==> src/rtl/logic_stream_reducer.sv <==
// rtl/logic_stream_reducer.sv - bitwise gate reduction of a beat stream, one result per packet
module logic_stream_reducer #(
    parameter int WIDTH     = 8,
    parameter int MAX_BEATS = 16
) (
    input  logic                                 clk,
    input  logic                                 rst_n,
    input  logic                                 in_valid,
    output logic                                 in_ready,
    input  logic [WIDTH-1:0]                     in_data,
    input  logic                                 in_last,
    input  logic [2:0]                           op,
    output logic                                 out_valid,
    input  logic                                 out_ready,
    output logic [WIDTH-1:0]                     out_data,
    output logic [$clog2(MAX_BEATS+1)-1:0]       out_count,
    output logic                                 out_err
);

    localparam int CNT_W = $clog2(MAX_BEATS + 1);
    localparam logic [CNT_W-1:0] MAX_CNT = CNT_W'(MAX_BEATS);
    localparam logic [CNT_W-1:0] ONE_CNT = CNT_W'(1);

    typedef enum logic [1:0] {
        IDLE = 2'd0,
        ACC  = 2'd1,
        HOLD = 2'd2
    } state_t;

    state_t           state_q, state_d;
    logic [WIDTH-1:0] acc_q, acc_d;
    logic [CNT_W-1:0] count_q, count_d;
    logic [2:0]       op_q, op_d;
    logic             err_q, err_d;

    logic             beat;
    logic             invert;
    logic [CNT_W-1:0] count_inc;

    // Illegal codes 110/111 share the AND path with 000 and 011.
    function automatic logic [WIDTH-1:0] base_gate(input logic [2:0] sel,
                                                   input logic [WIDTH-1:0] a,
                                                   input logic [WIDTH-1:0] b);
        logic [WIDTH-1:0] r;
        case (sel)
            3'b001, 3'b100: r = a | b;
            3'b010, 3'b101: r = a ^ b;
            default:        r = a & b;
        endcase
        return r;
    endfunction

    assign in_ready  = (state_q != HOLD);
    assign out_valid = (state_q == HOLD);
    assign beat      = in_valid && in_ready;
    assign invert    = (op_q == 3'b011) || (op_q == 3'b100) || (op_q == 3'b101);
    assign count_inc = count_q + ONE_CNT;

    always_comb begin
        state_d = state_q;
        acc_d   = acc_q;
        count_d = count_q;
        op_d    = op_q;
        err_d   = err_q;
        case (state_q)
            IDLE: begin
                if (beat) begin
                    op_d    = op;
                    acc_d   = in_data;
                    count_d = ONE_CNT;
                    err_d   = op[2] & op[1];
                    state_d = (in_last || (MAX_BEATS == 1)) ? HOLD : ACC;
                end
            end
            ACC: begin
                if (beat) begin
                    acc_d   = base_gate(op_q, acc_q, in_data);
                    count_d = count_inc;
                    if (in_last) begin
                        state_d = HOLD;
                    end else if (count_inc == MAX_CNT) begin
                        // Packet overran MAX_BEATS: close it out and flag it.
                        err_d   = 1'b1;
                        state_d = HOLD;
                    end
                end
            end
            HOLD: begin
                if (out_ready) begin
                    state_d = IDLE;
                end
            end
            default: state_d = IDLE;
        endcase
    end

    always_ff @(posedge clk or negedge rst_n) begin
        if (!rst_n) begin
            state_q <= IDLE;
            acc_q   <= '0;
            count_q <= '0;
            op_q    <= '0;
            err_q   <= 1'b0;
        end else begin
            state_q <= state_d;
            acc_q   <= acc_d;
            count_q <= count_d;
            op_q    <= op_d;
            err_q   <= err_d;
        end
    end

    assign out_data  = out_valid ? (invert ? ~acc_q : acc_q) : '0;
    assign out_count = out_valid ? count_q : '0;
    assign out_err   = out_valid ? err_q : 1'b0;

endmodule
==> config.mk <==
export PLATFORM = sky130hd
export DESIGN_NAME = logic_stream_reducer
export DESIGN_NICKNAME = d
export VERILOG_FILES = /design/src/rtl/logic_stream_reducer.sv
export SDC_FILE = /design/constraint.sdc
export NUM_CORES = 1
export LEC_CHECK = 0
export BUFFER_PORTS_ARGS = -buffer_cell sky130_fd_sc_hd__buf_2
export CAP_MARGIN = 5
export CORE_MARGIN = 2
export CORE_UTILIZATION = 25
export CTS_BUF_LIST = sky130_fd_sc_hd__clkbuf_16
export DETAILED_ROUTE_END_ITERATION = 16
export GPL_TIMING_DRIVEN = 0
export HOLD_SLACK_MARGIN = 0.08
export SETUP_SLACK_MARGIN = 0.2
export SLEW_MARGIN = 20
export SYNTH_ARGS = -nofsm -noshare
export SYNTH_HDL_FRONTEND = slang
export SYNTH_SLANG_ARGS = --single-unit
==> constraint.sdc <==
create_clock -name clk -period 1.8 [get_ports clk]
set_input_delay 0.09 -clock clk [delete_from_list [all_inputs] [get_ports clk]]
set_output_delay 0.09 -clock clk [all_outputs]
set_load 0.03 [all_outputs]
==> metrics.csv, run 1 <==
stage;metric;value;unit
critical_path;critical_path_class;reg2out;
critical_path;worstSetupStartpointType;flip-flop;
route;antenna_left;0;
cts;numCtsBuffers;3;
synth;ys_seq_elements;19;
timing;finalHoldViolations;0;
job;cap_violations;0;
critical_path;cp_max_fo;8;
status;status;finished clean;
cts;insertion_delay;0.26;ns
cts;cts_tree;built;
cts;cts.path.max_buffers;2;
hold_path;min_path_type;in2reg;
timing;tns;0;ns
timing;max_clock_freq;0.624;GHz
placed_design;gp_congestion;0.746;
power;netSwitchingFraction;38.8;%
cells_and_area;nNetsFinal;265;
synth;netlist_area;1610;um2
cts;root_buffer;clkbuf_16;
synth;yosysSeqAreaShare;29.5;%
power;worst_ir_drop_vdd;0.000464;V
route;vias;1442;
hold_path;min_to;op_q[2];
cells_and_area;area_delta_synth_final;29.6;%
global_routing;antenna_found_initial;0;
timing;fin_ws;0.197;ns
timing;min_period_over_period;89.0;%
route;drc;0;
synth;syn_inst;189;
timing;hold_slack;0.0939;ns
synth;syn_avg_cell_area;8.53;um2
global_routing;grt_pass1_vias;1410;
cts;cts.sinks;19;
power;pwr-share-clk;21.7;%
power;switchingPower;0.852;mW
route;avgRoutedWirePerCell;13.1;um
synth;synth_top_flop_cell;dfrtp_1;
power;p_per_area;1050;nW/um2
synth;yosysTopAreaCell;dfrtp_1;
critical_path;worstRegToRegCells;6;
synth;async_reset_ff_share;100;%
floorplan;io_pins;32;
critical_path;crit_required;1.71;ns
critical_path;timing.rr.end;acc_q[4];
floorplan;num_rows;29;
critical_path;reg2reg_from;op_q[2];
synth;synth_area_leaders;dfrtp_1 (30%), ha_1 (13%), xnor2_1 (4.9%);
floorplan;core;6280;um2
global_routing;grt_usage;11.8;%
cts;clk_pin_slew;0.06;ns
cells_and_area;fin_util;33.3;%
timing;finalClockSkew;0.00451;ns
synth;synth_edf_count;0;
timing;relSlewSlack;64.7;%
placed_design;dpl_worst_slack;0.169;ns
global_routing;grt_pass1_wl;6.76;mm
global_routing;grt_max_degree;20;
critical_path;endpoint_kind;output port;
power;p_comb_share;50.7;%
route;drt-vias-per-instance;4.68;
synth;ys_warn_count;0;
timing;rsz0062_at_grt;yes;
placed_design;hpwl;2.88;mm
timing;tightest_slew;0.529;ns
route;drt_first_iter_violations;70;
power;seqPwrFrac;27.6;%
cells_and_area;drive_gt1_share;26.0;%
synth;synth_nets;222;
hold_path;holdPathStages;2;
power;p_int;1.34;mW
timing;setup_viol;0;
cells_and_area;diodes;0;
global_routing;globalRoute.totalOverflow;0;
critical_path;crit_arrival;1.51;ns
floorplan;die_x;84.3;um
synth;yosys.area.top_type_share;29.5;%
cts;cts-htree-levels;1;
floorplan;start_util;25.7;%
hold_path;hp-start;op[2];
critical_path;reg2reg_slack;0.29;ns
timing;finalCriticalPeriod;1.60;ns
floorplan;fp.dieH;84.3;um
route;first_pass_iters;4;
floorplan;dieArea;7100;um2
power;p_leak;0.998;nW
synth;synth_top_cells_by_count;dfrtp_1 (19), inv_1 (19), nand2_1 (18);
timing;slew_violations;0;
synth;synth.distinct_cells;33;
route;routed_wl;4.04;mm
placed_design;io_buffers;31;
-- worst max-delay path, stage by stage (launching register included) --
cell and delay, ns:
dfrtp_2 0.46, nor2b_4 0.16, mux2i_4 0.09, buf_12 0.15, xnor2_1 0.12, nor2_1 0.10
buf_4 0.16
-- power groups by stage --
stage / clock network [mW] / registers, mW / logic (mW)
finish: 0.475 / 0.607 / 1.11
global route: 0.511 / 0.623 / 1.23
CTS: 0.490 / 0.600 / 1.08
detailed placement: 0 / 0.604 / 0.981
global placement: 0 / 0.604 / 0.967
floorplan: 0 / 0.584 / 0.774
-- routing by layer --
layer	vias to the layer above	wire length [um]	track usage, %
met5	-	0	0
met4	0	15	2.64
met3	2	173	3.24
met2	26	1910	19.3
met1	679	1950	15.4
li1	735	-	-
-- worst max-delay path by stage --
stage                          start          end  depth (start not counted)
final                        op_q[2]  out_data[2]                          6
after global routing         op_q[2]  out_data[4]                          6
after CTS                    op_q[2]  out_data[2]                          6
after detailed placement     op_q[0]     acc_q[4]                          4
after global placement       op_q[0]     acc_q[6]                          4
after floorplan           count_q[0]        err_q                          5
-- stage by stage --
stage	total power, mW	instances	instance area [um2]
4_1_cts	2.17	307	2050
2_1_floorplan	1.36	189	1610
6_report	2.19	308	2090
5_1_grt	2.37	308	2090
3_5_place_dp	1.59	297	1860
3_3_place_gp	1.57	297	1860
-- timing repair --
action / CTS / global route
setup endpoints to repair: 14 / 15
gates resized for setup: 14 / 9
pin swaps: 0 / 4
setup buffers: 2 / 1
endpoints found under the hold margin: 22 / 0
hold buffers: 4 / 0
-- sequential cells by signal, indices dropped and copies added, names as in the netlist --
name,count
state_q,2
count_q,5
err_q,1
op_q,3
acc_q,8
-- cell families after synthesis --
logic type / Yosys count / synth area share [%]
AOI/OAI and AO/OA: 49 / 20.4
xor gates and xnor gates: 10 / 5.44
adders and majority gates: 17 / 13.2
buffers and inverters: 29 / 7.69
DFF: 19 / 29.5
muxes: 11 / 7.92
and+or+nand+nor: 54 / 15.8
-- cells in the final DEF, fill, tap and decap left out, drive strengths merged, types with 2 or more instances in the layout --
cell type,synthesis,routed
a2111oi,2,2
a21oi,9,9
a221oi,5,5
a2bb2oi,8,8
a31oi,3,3
and2,8,8
buf,7,42
clkbuf,3,5
dfrtp,19,19
dlygate4sd3,0,4
ha,17,17
inv,19,19
mux2,4,4
mux2i,7,7
nand2,18,18
nand2b,3,3
nand3,3,3
nor2,14,14
nor2b,3,3
nor3,3,3
o21ai,14,14
o31ai,3,3
xnor2,9,9
-- cell type report --
| cell class | instances | area [um2] |
|---|---|---|
| clock buffer | 3 | 75.1 |
| inverter | 19 | 71.3 |
| sequential | 19 | 478 |
| buffer | 10 | 60.1 |
| timing repair buffer | 38 | 250 |
| fill | 679 | 4190 |
| tap | 77 | 96.3 |
| multi-input combinational | 141 | 1050 |
| clock inverter | 1 | 5.00 |
No activity file was read; power rests on OpenSTA's default activity.
==> run 2: changes to the inputs <==
--- a/config.mk
+++ b/config.mk
@@ -5,6 +5,7 @@
 export SDC_FILE = /design/constraint.sdc
 export NUM_CORES = 1
 export LEC_CHECK = 0
+export ABC_AREA = 1
 export BUFFER_PORTS_ARGS = -buffer_cell sky130_fd_sc_hd__buf_2
 export CAP_MARGIN = 5
 export CORE_MARGIN = 2
==> metrics.csv, run 2 <==
stage;metric;value;unit
synth;synth_area_leaders;dfrtp_1 (31%), ha_1 (14%), nand2_1 (9.9%);
cells_and_area;fillers;655;
synth;yosysTopAreaCell;dfrtp_1;
placed_design;dpl_worst_slack;0.242;ns
synth;ys_seq_elements;19;
critical_path;cp_max_fo;8;
power;worst_ir_drop_vdd;0.000991;V
timing;min_period_over_period;87.2;%
status;status;finished clean;
floorplan;die_x;82.7;um
cells_and_area;fin_area;2030;um2
cells_and_area;drive_gt1_share;29.8;%
floorplan;core;5960;um2
timing;finalHoldViolations;0;
synth;synth_top_cells_by_count;nand2_1 (41), inv_1 (35), a21oi_1 (26), o21ai_0 (26), dfrtp_1 (19);
synth;yosysMostFrequentCell;nand2_1;
floorplan;io_pins;32;
cells_and_area;fin_util;34.1;%
floorplan;num_rows;28;
route;routed_wl;3.93;mm
synth;syn_inst;218;
cts;numCtsBuffers;3;
critical_path;worstRegToRegCells;10;
critical_path;crit_required;1.71;ns
critical_path;crit_arrival;1.48;ns
timing;setup_viol;0;
global_routing;antenna_found_initial;0;
timing;fin_ws;0.231;ns
synth;synth.distinct_cells;24;
cells_and_area;reg_top3;acc_q: 8 flops, count_q: 5 flops, op_q: 3 flops;
floorplan;dieArea;6840;um2
cts;cts_tree;built;
timing;relSlewSlack;68.4;%
route;drt_first_iter_violations;127;
synth;async_reset_ff_share;100;%
cells_and_area;area_delta_synth_final;31.1;%
critical_path;critical_path_class;reg2out;
cts;cts.path.max_buffers;2;
global_routing;grt_max_degree;20;
placed_design;dpl-instance-area;1830;um2
synth;syn_avg_cell_area;7.11;um2
critical_path;worstSetupStartpointType;flip-flop;
hold_path;holdPathStages;3;
synth;ys_warn_count;0;
timing;rsz0062_at_grt;yes;
critical_path;reg2reg_from;op_q[2];
route;first_pass_iters;4;
cells_and_area;largest_reg_flops;8;
hold_path;hp-start;op[0];
power;p_leak;1.02;nW
cells_and_area;final_cells;337;
placed_design;placed_cells;324;
timing;slew_violations;0;
timing;finalClockSkew;0.00705;ns
placed_design;hpwl;2.92;mm
global_routing;grt_usage;12.5;%
job;cap_violations;0;
cts;cts.sinks;19;
critical_path;endpoint_kind;output port;
timing;max_clock_freq;0.637;GHz
timing;tns;0;ns
route;antenna_left;0;
route;drt-vias-per-instance;4.48;
hold_path;min_to;op_q[0];
cells_and_area;diodes;0;
hold_path;min_path_type;in2reg;
synth;synth_edf_count;0;
cells_and_area;nNetsFinal;296;
cells_and_area;mostFrequentLayoutCells;nand2_1 (41), inv_1 (31), buf_2 (26), o21ai_0 (23);
cts;insertion_delay;0.26;ns
critical_path;timing.rr.end;acc_q[3];
cts;clk_pin_slew;0.06;ns
synth;synth_nets;251;
timing;finalCriticalPeriod;1.57;ns
floorplan;fp.dieH;82.7;um
global_routing;grt_pass1_vias;1406;
global_routing;grt_pass1_wl;6.56;mm
cells_and_area;top_register;acc_q;
synth;synth_top_flop_cell;dfrtp_1;
route;avgRoutedWirePerCell;11.6;um
placed_design;gp_congestion;0.778;
route;vias;1511;
route;drc;0;
synth;netlist_area;1550;um2
cts;cts-htree-levels;1;
cells_and_area;final_common_cell;nand2_1;
synth;yosysSeqAreaShare;30.7;%
power;p_per_area;1660;nW/um2
timing;tightest_slew;0.474;ns
placed_design;io_buffers;31;
cts;root_buffer;clkbuf_16;
critical_path;reg2reg_slack;0.33;ns
floorplan;start_util;26.0;%
synth;yosys.area.top_type_share;30.7;%
global_routing;globalRoute.totalOverflow;0;
-- run 2: cell types whose count changed after synthesis, sizes merged, moves of 8 or more --
| cell | before | now |
|---|---|---|
| nand3 | 3 | 18 |
| xnor2 | 9 | 0 |
| o21ai | 14 | 29 |
| inv | 19 | 38 |
| nand2 | 18 | 43 |
| and2 | 8 | 0 |
| a21oi | 9 | 26 |
| a2bb2oi | 8 | 0 |
-- run 2: kinds of logic (layout without fill, tap and decap cells) --
group	after synthesis	in the layout	synth area share, %
AO/OA/AOI/OAI	56	56	18.7
adder cells (fa/ha/maj)	17	17	13.7
buffers and inverters	43	87	11.5
flip-flops	19	19	30.7
AND/OR/NAND/NOR	83	83	25.4
-- run 2: how the worst max path moves through the flow --
stage | from | to | slack, ns | cells past startpoint
after CTS | op_q[2] | out_data[6] | 0.19 | 7
final | op_q[2] | out_data[5] | 0.23 | 7
after floorplan | state_q[0] | out_data[0] | 0.33 | 5
after global routing | op_q[2] | out_data[5] | 0.16 | 7
after global placement | op_q[1] | out_data[5] | 0.28 | 7
after detailed placement | op_q[1] | out_data[6] | 0.24 | 7
-- run 2: cell type report --
cell class / count / area [um2] / share of cell area (%)
multi-input combinational: 156 / 946 / 46.6
sequential: 19 / 477 / 23.5
timing repair buffer: 39 / 241 / 11.9
inverter: 38 / 149 / 7.33
tap: 75 / 93.8 / 4.62
clock buffer: 3 / 75.1 / 3.70
buffer: 5 / 36.3 / 1.79
timing repair inverter: 1 / 7.51 / 0.370
clock inverter: 1 / 5.00 / 0.246
-- run 2: stage by stage --
step / hold slack [ns] / total power, mW
final: 0.0934 / 3.38
after global routing: 0.118 / 3.70
after CTS: 0.0908 / 3.32
after detailed placement: 0.0717 / 2.66
after global placement: 0.0777 / 2.61
after floorplan: -0.206 / 2.18
-- run 2: critical path: stages, from the launching register on --
cell	delay (ns)
dfrtp_1	0.42
inv_2	0.12
o21ai_2	0.08
o21ai_4	0.11
buf_6	0.17
o21ai_1	0.07
a21oi_2	0.10
buf_4	0.16
-- run 2: metal layers --
layer	vias up	share of wire [%]	GRT usage (%)
met5	-	0	0
met4	0	0.71	2.46
met3	4	4.7	2.61
met2	32	45	21.1
met1	683	50	16.6
li1	792	-	-
-- run 2: where the power goes --
part           internal (mW)  switching, mW
clock                  0.299          0.181
sequential             0.609          0.159
combinational          0.769           1.36
total                   1.68           1.70
-- run 2: repair_timing --
action	4_1_cts	5_1_grt
gates resized for setup	16	7
hold endpoints to repair	20	0
cloned	2	0
hold buffers	2	0
buffers inserted	1	4
setup endpoints to repair	8	8
pin swaps	0	1
==> run 3: changes to the inputs <==
--- a/config.mk
+++ b/config.mk
@@ -6,6 +6,7 @@
 export NUM_CORES = 1
 export LEC_CHECK = 0
 export ABC_AREA = 1
+export ABC_CLOCK_PERIOD_IN_PS = 1650
 export BUFFER_PORTS_ARGS = -buffer_cell sky130_fd_sc_hd__buf_2
 export CAP_MARGIN = 5
 export CORE_MARGIN = 2
==> constraint.sdc (replaced) <==
create_clock -name clk -period 1.65 [get_ports clk]
set_input_delay 0.0825 -clock clk [delete_from_list [all_inputs] [get_ports clk]]
set_output_delay 0.0825 -clock clk [all_outputs]
set_load 0.03 [all_outputs]
==> metrics.csv, run 3 (synthesized netlist as in run 2, its figures left out) <==
stage;metric;value;unit
timing;min_period_over_period;93.5;%
global_routing;globalRoute.totalOverflow;0;
timing;setup_viol;0;
power;p_leak;1.08;nW
cells_and_area;final_cells;345;
global_routing;grt_pass1_wl;6.82;mm
cells_and_area;mostFrequentLayoutCells;nand2_1 (40), inv_1 (31), buf_2 (21), a21oi_1 (18), dfrtp_1 (17);
placed_design;hpwl;2.87;mm
critical_path;cp_max_fo;5;
cts;insertion_delay;0.26;ns
cells_and_area;reg_top3;acc_q: 8 flops, count_q: 5 flops, op_q: 3 flops;
job;cap_violations;0;
timing;finalHoldViolations;0;
cells_and_area;diodes;0;
route;first_pass_iters;4;
cts;cts-htree-levels;1;
timing;finalCriticalPeriod;1.54;ns
global_routing;grt_pass1_vias;1467;
timing;max_clock_freq;0.648;GHz
cts;cts.sinks;19;
global_routing;grt_max_degree;20;
cells_and_area;drive_gt1_share;35.6;%
route;avgRoutedWirePerCell;11.9;um
floorplan;fp.dieH;82.7;um
critical_path;timing.rr.end;acc_q[3];
route;drc;0;
timing;rsz0062_at_grt;yes;
timing;tns;0;ns
cells_and_area;top_register;acc_q;
cts;cts.path.max_buffers;2;
global_routing;grt_usage;13.1;%
critical_path;worstSetupStartpointType;flip-flop;
critical_path;endpoint_kind;output port;
timing;finalClockSkew;0.00425;ns
route;vias;1576;
timing;relSlewSlack;69.2;%
cts;root_buffer;clkbuf_16;
route;drt_first_iter_violations;72;
placed_design;placed_cells;324;
cts;numCtsBuffers;3;
route;routed_wl;4.09;mm
timing;tightest_slew;0.462;ns
floorplan;start_util;26.0;%
hold_path;holdPathStages;3;
cts;cts_tree;built;
floorplan;dieArea;6840;um2
timing;slew_violations;0;
global_routing;antenna_found_initial;0;
critical_path;reg2reg_slack;0.18;ns
cts;clk_pin_slew;0.06;ns
hold_path;hp-start;op[0];
critical_path;critical_path_class;reg2out;
placed_design;gp_congestion;0.799;
floorplan;core;5960;um2
cells_and_area;largest_reg_flops;8;
critical_path;reg2reg_from;op_q[0];
route;antenna_left;0;
critical_path;worstRegToRegCells;9;
floorplan;die_x;82.7;um
hold_path;min_path_type;in2reg;
critical_path;crit_required;1.57;ns
floorplan;io_pins;32;
floorplan;num_rows;28;
placed_design;io_buffers;31;
route;drt-vias-per-instance;4.57;
power;worst_ir_drop_vdd;0.00102;V
critical_path;crit_arrival;1.46;ns
status;status;finished clean;
cells_and_area;final_common_cell;nand2_1;
cells_and_area;nNetsFinal;304;
hold_path;min_to;op_q[0];
power;p_per_area;1900;nW/um2
cells_and_area;area_delta_synth_final;42.6;%
-- run 3: layout make-up --
cell class                 count  area [um2]
clock buffer                   3        75.1
fill                         654        3750
inverter                      38         149
clock inverter                 1        5.00
tap                           75        93.8
sequential                    19         478
timing repair inverter         1        5.00
buffer                         5        37.5
multi-input combinational    156        1010
timing repair buffer          47         357
-- run 3: repair_timing --
| item | CTS | global route |
|---|---|---|
| hold buffers | 2 | 0 |
| cloned | 2 | 0 |
| pin swaps | 2 | 5 |
| endpoints found under the hold margin | 20 | 0 |
| resized for setup | 41 | 21 |
| endpoints found under the setup margin | 9 | 23 |
| setup buffers | 9 | 4 |
-- run 3: worst max-delay path by stage --
stage,end,depth (start not counted),from,slack [ns]
floorplan,out_data[5],6,op_q[1],0.23
global placement,out_data[5],7,op_q[1],0.11
detailed placement,out_data[6],7,op_q[1],0.07
CTS,out_data[6],7,op_q[2],0.13
global route,out_data[5],7,op_q[2],0.04
finish,out_data[5],7,op_q[2],0.11
-- run 3: power breakdown --
group	internal [mW]	leakage, nW	switching (mW)	total [mW]
clock	0.326	0.0409	0.199	0.525
combinational	1.14	0.803	1.71	2.86
sequential	0.666	0.235	0.153	0.819
total	2.14	1.08	2.06	4.20
-- run 3: metal layers --
| layer | GRT usage (%) | vias up | share of wire, % |
|---|---|---|---|
| met5 | 0 | - | 0 |
| met4 | 2.46 | 0 | 0.76 |
| met3 | 2.61 | 5 | 5.4 |
| met2 | 22.4 | 38 | 47 |
| met1 | 17.2 | 719 | 47 |
| li1 | - | 814 | - |
-- run 3: worst max-delay path, cell delays in order, from the launching register on --
cell and delay, ns:
dfrtp_1 0.39, inv_2 0.12, o21ai_4 0.08, o21ai_4 0.10, buf_6 0.19, o21ai_4 0.06, a21oi_2 0.12, buf_6 0.14
-- run 3: metrics by stage --
step | util [%] | setup slack [ns] | hold WS [ns] | total power, mW | cell area, um2
after floorplan | - | 0.227 | -0.213 | 2.39 | 1590
after global placement | 30.8 | 0.108 | 0.0623 | 2.88 | 1840
after detailed placement | 30.8 | 0.0736 | 0.0642 | 2.92 | 1840
after CTS | 35.6 | 0.133 | 0.0889 | 4.00 | 2120
after global routing | 37.1 | 0.0363 | 0.121 | 4.54 | 2210
final | 37.1 | 0.107 | 0.0905 | 4.20 | 2210
